[config.mk]
export PLATFORM = sky130hd
export DESIGN_NAME = seven_seg_scan_driver
export DESIGN_NICKNAME = d
export VERILOG_FILES = /design/src/rtl/seven_seg_scan_driver.sv
export SDC_FILE = /design/constraint.sdc
export NUM_CORES = 1
export LEC_CHECK = 0
export ABC_AREA = 1
export CAP_MARGIN = 20
export CELL_PAD_IN_SITES_DETAIL_PLACEMENT = 1
export CELL_PAD_IN_SITES_GLOBAL_PLACEMENT = 1
export CORE_MARGIN = 2
export CORE_UTILIZATION = 43
export DETAILED_ROUTE_END_ITERATION = 10
export PLACE_DENSITY_LB_ADDON = 0.1
export SLEW_MARGIN = 20
export SYNTH_ARGS = -nofsm -noshare
export SYNTH_HDL_FRONTEND = slang
export SYNTH_SLANG_ARGS = --single-unit
[constraint.sdc]
create_clock -name clk -period 2.7 [get_ports clk]
set_clock_uncertainty 0.05 [all_clocks]
set_input_delay 0.27 -clock clk [delete_from_list [all_inputs] [get_ports clk]]
set_output_delay 0.27 -clock clk [all_outputs]
set_load 0.005 [all_outputs]
[src/rtl/seven_seg_scan_driver.sv]
// seven_seg_scan_driver: time-multiplexed common-anode seven-segment driver.
// A prescaler paces the digit scan. Loads land in a staging buffer and are
// promoted to the display buffer only when the scan wraps, so a frame is never
// drawn from a half-updated value. Segment, dp and anode outputs are registered
// and lag the scan index by one cycle.
module seven_seg_scan_driver #(
    parameter int NUM_DIGITS  = 8,
    parameter int REFRESH_DIV = 50000,
    parameter int HEX_MODE    = 1,
    parameter int LZ_BLANK    = 1
) (
    input  logic                      clk,
    input  logic                      rst,
    input  logic                      load,
    input  logic [4*NUM_DIGITS-1:0]   value_in,
    input  logic [NUM_DIGITS-1:0]     dp_in,
    output logic [6:0]                segment_n,
    output logic                      dp_n,
    output logic [NUM_DIGITS-1:0]     anode_n,
    output logic                      pending,
    output logic                      frame_done
);

    localparam int IDX_W = (NUM_DIGITS > 2) ? $clog2(NUM_DIGITS) : 1;
    localparam int PS_W  = (REFRESH_DIV > 2) ? $clog2(REFRESH_DIV) : 1;
    localparam logic [IDX_W-1:0] LAST_IDX = IDX_W'(NUM_DIGITS - 1);
    localparam logic [PS_W-1:0]  LAST_PS  = PS_W'(REFRESH_DIV - 1);

    logic [PS_W-1:0]         prescale_reg;
    logic [IDX_W-1:0]        index_reg;
    logic                    frame_done_reg;
    logic [4*NUM_DIGITS-1:0] staging_value_reg;
    logic [NUM_DIGITS-1:0]   staging_dp_reg;
    logic [4*NUM_DIGITS-1:0] display_value_reg;
    logic [NUM_DIGITS-1:0]   display_dp_reg;
    logic                    pending_reg;

    logic [6:0]              segment_reg;
    logic                    dp_reg;
    logic [NUM_DIGITS-1:0]   anode_reg;

    logic                    tick;
    logic                    wrap;
    logic [3:0]              nibble [NUM_DIGITS];
    logic [NUM_DIGITS-1:0]   blank;
    logic [NUM_DIGITS-1:0]   anode_next;
    logic [3:0]              cur_nibble;
    logic [6:0]              glyph;
    logic [6:0]              segment_next;
    logic                    dp_next;

    assign tick = (prescale_reg == LAST_PS);
    assign wrap = tick && (index_reg == LAST_IDX);

    // Scan timing: prescaler, digit index and the frame-boundary pulse.
    always_ff @(posedge clk) begin
        if (rst) begin
            prescale_reg   <= '0;
            index_reg      <= '0;
            frame_done_reg <= 1'b0;
        end else begin
            prescale_reg   <= tick ? '0 : prescale_reg + PS_W'(1);
            if (tick) begin
                index_reg <= (index_reg == LAST_IDX) ? '0 : index_reg + IDX_W'(1);
            end
            frame_done_reg <= wrap;
        end
    end

    // Double buffer: loads go to staging; promotion happens only at a wrap,
    // using the pending flag as it stood before this cycle's load.
    always_ff @(posedge clk) begin
        if (rst) begin
            staging_value_reg <= '0;
            staging_dp_reg    <= '0;
            display_value_reg <= '0;
            display_dp_reg    <= '0;
            pending_reg       <= 1'b0;
        end else begin
            if (wrap && pending_reg) begin
                display_value_reg <= staging_value_reg;
                display_dp_reg    <= staging_dp_reg;
            end
            if (load) begin
                staging_value_reg <= value_in;
                staging_dp_reg    <= dp_in;
                pending_reg       <= 1'b1;
            end else if (wrap) begin
                pending_reg <= 1'b0;
            end
        end
    end

    // Per-digit nibble split, leading-zero mask and one-cold anode pattern.
    generate
        for (genvar gi = 0; gi < NUM_DIGITS; gi++) begin : g_digit
            assign nibble[gi]     = display_value_reg[4*gi +: 4];
            assign anode_next[gi] = (index_reg != IDX_W'(gi));
            if (gi == 0 || LZ_BLANK == 0) begin : g_noblank
                assign blank[gi] = 1'b0;
            end else begin : g_lzb
                assign blank[gi] = (display_value_reg[4*NUM_DIGITS-1:4*gi] == '0);
            end
        end
    endgenerate

    // Glyph lookup for the digit under the scan index.
    always_comb begin
        glyph      = 7'b111_1111;
        cur_nibble = nibble[index_reg];
        case (cur_nibble)
            4'h0: glyph = 7'b100_0000;
            4'h1: glyph = 7'b111_1001;
            4'h2: glyph = 7'b010_0100;
            4'h3: glyph = 7'b011_0000;
            4'h4: glyph = 7'b001_1001;
            4'h5: glyph = 7'b001_0010;
            4'h6: glyph = 7'b000_0010;
            4'h7: glyph = 7'b111_1000;
            4'h8: glyph = 7'b000_0000;
            4'h9: glyph = 7'b001_0000;
            4'hA: glyph = (HEX_MODE != 0) ? 7'b000_1000 : 7'b111_1111;
            4'hB: glyph = (HEX_MODE != 0) ? 7'b000_0011 : 7'b111_1111;
            4'hC: glyph = (HEX_MODE != 0) ? 7'b100_0110 : 7'b111_1111;
            4'hD: glyph = (HEX_MODE != 0) ? 7'b010_0001 : 7'b111_1111;
            4'hE: glyph = (HEX_MODE != 0) ? 7'b000_0110 : 7'b111_1111;
            default: glyph = (HEX_MODE != 0) ? 7'b000_1110 : 7'b111_1111;
        endcase
        segment_next = blank[index_reg] ? 7'b111_1111 : glyph;
        dp_next      = ~display_dp_reg[index_reg];
    end

    // Registered pin drivers; blanking never suppresses the decimal point.
    always_ff @(posedge clk) begin
        if (rst) begin
            segment_reg <= 7'b111_1111;
            dp_reg      <= 1'b1;
            anode_reg   <= '1;
        end else begin
            segment_reg <= segment_next;
            dp_reg      <= dp_next;
            anode_reg   <= anode_next;
        end
    end

    assign segment_n  = segment_reg;
    assign dp_n       = dp_reg;
    assign anode_n    = anode_reg;
    assign pending    = pending_reg;
    assign frame_done = frame_done_reg;

endmodule

# --- Word-level counts from Yosys, hierarchy flattened ---
# Memory sizes are Yosys's and may differ from the RTL's. A register that Yosys moved wholly into a read port is not among the register bits.
# Index checks and enable logic that the tools add are counted.
totals:
  reg_bits: 110
  rom_bits: 112
  input_bits: 43
  out_inout_bits: 18
  wordCells: 49
  n_memories: 1
op_classes:
  add_sub_neg: 2
  order_cmp: 2
  n_eq_ne: 9
  muxes: 10
  bitwise_logic: 2
  reduce_logical: 13
mem_list:
  columns: ["name", "words", "word_bits", "rd", "rd_clocked_by_memory_dff", "wr", "line_no", "rtl"]
  rows:
  - ["(no name shown)", 16, 7, 1, 1, 0, "111", "case (cur_nibble)"]
op_table:
  columns: ["operator", "n"]
  rows:
  - ["28-bit logical NOT", 1]
  - ["24-bit logical NOT", 1]
  - ["20-bit logical NOT", 1]
  - ["16-bit by 1-bit adder with 16-bit output (second input constant)", 1]
  - ["16-bit == test (second input constant)", 1]
  - ["16-bit logical NOT", 1]
  - ["4-bit binary-select mux with 3-bit select", 1]
  - ["12-bit logical NOT", 1]
  - ["3-bit != test (second input constant)", 4]
  - ["8-bit logical NOT", 1]
  - ["4-bit 2-to-1 mux", 2]
  - ["1-bit binary-select mux with 3-bit select", 2]
  - ["3-bit by 2-bit != test with 1-bit output (second input constant)", 2]
  - ["4-bit greater-or-equal comparator (second input constant)", 1]
  - ["4-bit logical NOT", 1]
  - ["3-bit by 4-bit less-than comparator with 1-bit output (second input constant)", 1]
  - ["1-bit 2-to-1 mux", 4]
  - ["3-bit NOT with 4-bit output", 1]
  - ["2-bit OR reduction", 2]
  - ["3-bit by 1-bit adder with 3-bit output (second input constant)", 1]
  - ["3-bit == test (second input constant)", 1]
  - ["3-bit 2-to-1 mux", 1]
  - ["3-bit by 1-bit != test with 1-bit output (second input constant)", 1]
  - ["3-bit nonzero test", 1]
  - ["3 further kinds", 4]

# --- Longest topological paths before layout ---
logic_depth:
  word_depth: 4
  ltp_mapped: 13
  mapped_depth_nobuf: 11

# --- Worst setup path before layout ---
# OpenSTA, ideal clock, no wires.
synth_path:
  path_type: "flip-flop to flip-flop"
  startpoint: "register index_reg[0]"
  endpoint: "register segment_reg[5], in the netlist segment_n[5]"
  setup_ns: 0.126
  arrival_time_ns: 1.606
  t_required_ns: 2.524
  slack_ns: 0.918
  stages_incl_launch_ff: 14
  path_buffers: 2
  period_less_slack_ns: 1.782
  path_cell_list: "dfxtp_1 buf_4 inv_2 buf_2 nand2_1 nand3_1 nand3_1 nand2_1 inv_1 ha_1 nand3_1 nand2_1 nand2_1 nand3_1"
synth_between:
  elab_chain_cells: 4
  word_cells_on_any_way: 7
  classes_between: "mux (5); bitwise (1); reduce/logical (1)"
synth_rtl:
  columns: ["element", "line_no", "rtl"]
  rows:
  - ["from (decl)", "30", "logic [IDX_W-1:0] index_reg;"]
  - ["from (signal assigned)", "64", "index_reg <= (index_reg == LAST_IDX) ? '0 : index_reg + IDX_W'(1);"]
  - ["3-bit NOT with 4-bit output (not written as such)", "110", "cur_nibble = nibble[index_reg];"]
  - ["4-bit binary-select mux with 3-bit select", "110", null]
  - ["4-bit 2-to-1 mux (not written as such) (2 in series)", "110", null]
  - ["to (decl)", "38", "logic [6:0] segment_reg;"]
# Several ways; a longest one is shown, not always the timed one. The select of a mux whose other input is x is not followed.
# A chain may end at the register's enable or synchronous reset.

# --- Final worst setup path ---
# Ends and elaborated chain as after synthesis.

==> flow_summary_export.csv <==
group,metric,value,unit
floorplanning,rows,39,
flow_run,cap_viol_max_count,0,
sta,fin_ws,0.439,ns
synth,synth_edf_count,0,
synth,syn_area,0.00514,mm²
global_route,antenna_found_initial,0,
sta,finalHoldViolCount,0,
cts,cts_buffer_depth,2,
worst_setup_path,cp_max_fo,19,
routing,wl_per_cell,14.7,µm
outcome,status,"completed",
worst_setup_path,cp-start-kind,"flip-flop",
sta,slew_headroom,56.0,%
cts,htree_levels,4,
floorplanning,core_area,0.0116,mm²
synth,netlist_instances,761,
cts,cts_resized,0,
cts,cts_hold_buf,0,
place,portBuffers,60,
synth,yosys_most_used_dff,"dfxtp_1",
sta,rsz0062_at_grt,"no",
synth,synth-warning-count,0,
cts,cts_tree,"done",
routing,viasPerCell,5.02,
layout,insertedDiodeCount,0,
place,dp_hpwl,9720,µm
worst_setup_path,arrival,2.50,ns
cts,clk_pin_slew_worst_paths,0.05,ns
routing,wl,14200,µm
sta,min_period_over_period,83.8,%
synth,yosysUniqueCellTypes,26,
routing,vias,4863,
worst_setup_path,critPathCaptureType,"flip-flop",
global_route,grt_pass1_wl,23700,µm
floorplanning,die_area,0.0128,mm²
floorplanning,die_x,113,µm
power_and_ir_drop,ir_worst_vdd,0.443,mV
worst_setup_path,crit_required,2.94,ns
layout,syn2layout_area_growth,25.2,%
power_and_ir_drop,power-per-cell-area,656,mW/mm²
sta,setup_viol,0,
floorplanning,initial_utilization,44.5,%
synth,ys_async_sr_fraction,0,%
sta,min_period,2.26,ns
floorplanning,io_pins,61,
cts,cts_root_buffer,"clkbuf_16",
sta,timing.hold.ws,0.383,ns
power_and_ir_drop,p_total,0.00422,W
sta,fmax,442,MHz
sta,worst_pin_slew,0.660,ns
routing,first_pass_iters,4,
routing,drcViolationCount,0,
sta,finalMaxSlewViolations,0,
power_and_ir_drop,p_leak,3.09,nW
global_route,grt_max_degree,69,
hold_path,hold_class,"in2reg",
cts,cts_buffers,17,
synth,synth_fp_nets,816,
global_route,overflow,0,
routing,drt_iter0_markers,234,
worst_setup_path,crit_type,"reg2reg",
synth,avgSynthCellArea,6.76,µm²
synth,ys_seq_area_share,45.6,%
global_route,grt_pass1_vias,5129,
place,pre_cts_ws,0.480,ns
layout,drive_above_1_share,7.02,%
layout,layout_common_cells,"189 x nor2_1, 187 x nand2_1, 117 x dfxtp_1",
cts,clock_latency,0.42,ns
global_route,grtUsageTotal,23.4,%
cts,post_cts_buffers,0,
layout,nNetsFinal,869,
routing,drtAntennaViolNets,0,
layout,final_common_cell,"nor2_1",
cts,cts.sinks,117,
synth,ys_ff_latch,117,
sta,finalSetupTns,0,ns
place,globalplace.congestion,0.831,
floorplanning,die_h,113,µm
-- layer usage --
| layer | track usage [%] | routed length (µm) | part of all wire (%) |
|---|---|---|---|
| met1 | 27.6 | 6530 | 46 |
| met3 | 6.32 | 427 | 3.0 |
| met5 | 0 | 0 | 0 |
| met2 | 41.2 | 7120 | 50 |
| met4 | 7.48 | 138 | 0.97 |
-- cells in the mapped netlist, types with 2 or more instances --
library cell    n  area [µm²]
o21ai_1         3        15.0
nor2_1        189         709
o21ai_0        50         250
ha_1           12         150
nor2_2          3        18.8
inv_1          58         218
nand3_1        61         305
nand2_1       187         702
dfxtp_1       117        2340
buf_2          11        55.1
nand4_1         5        31.3
nor3_1          4        20.0
inv_2          11        41.3
nand2_2         2        12.5
xnor2_1         2        17.5
a21oi_1        15        75.1
xor2_1          2        17.5
clkbuf_1       21        78.8
-- worst max-delay path, cell delays in order, from the launching register on --
cell,delay [ns]
dfxtp_1,0.55
buf_4,0.33
nand2_1,0.09
nand3_1,0.10
nand3_1,0.09
nand2_1,0.22
inv_1,0.10
ha_1,0.23
nand3_1,0.15
nand2_1,0.08
nand2_1,0.06
nand3_1,0.07
-- kinds of logic (layout without fill, tap and decap cells) --
kind of cell | Yosys count | after routing | synth area share (%)
buf+inv | 102 | 167 | 7.79
flops | 117 | 117 | 45.6
xor+xnor | 4 | 4 | 0.682
fa+ha+maj | 12 | 12 | 2.92
simple gates | 457 | 457 | 36.3
compound gates | 69 | 69 | 6.74
-- stage by stage --
step	area [µm²]	utilization (%)	instances
2_1_floorplan	5140	-	761
3_3_place_gp	5840	50.5	937
3_5_place_dp	5850	50.6	938
4_1_cts	6440	55.7	969
5_1_grt	6440	55.7	969
6_report	6440	55.7	969
-- where the power goes --
part,internal (W),switching [W],leakage [nW]
registers,0.00178,0.0000282,0.957
logic,0.0000970,0.0000894,1.84
clock network,0.00144,0.000787,0.292
total,0.00332,0.000905,3.09
-- final timing paths --
kind                        start  slack (ns)               endpoint  depth (start not counted)
setup reg to reg     index_reg[0]        0.44           segment_n[5]                         11
hold / removal       value_in[26]        0.38  staging_value_reg[26]                          3
hold reg to reg   prescale_reg[0]        0.40        prescale_reg[0]                          1
setup / recovery     index_reg[0]        0.44           segment_n[5]                         11
-- cell type report --
type / instances / area [µm²]
Clock inverter: 9 / 101
Multi-Input combinational cell: 542 / 2400
Timing Repair Buffer: 67 / 673
Clock buffer: 22 / 484
Sequential cell: 117 / 2340
Inverter: 69 / 259
Fill cell: 1512 / 5130
Tap cell: 143 / 179
Power figures use the tool's default switching activity.
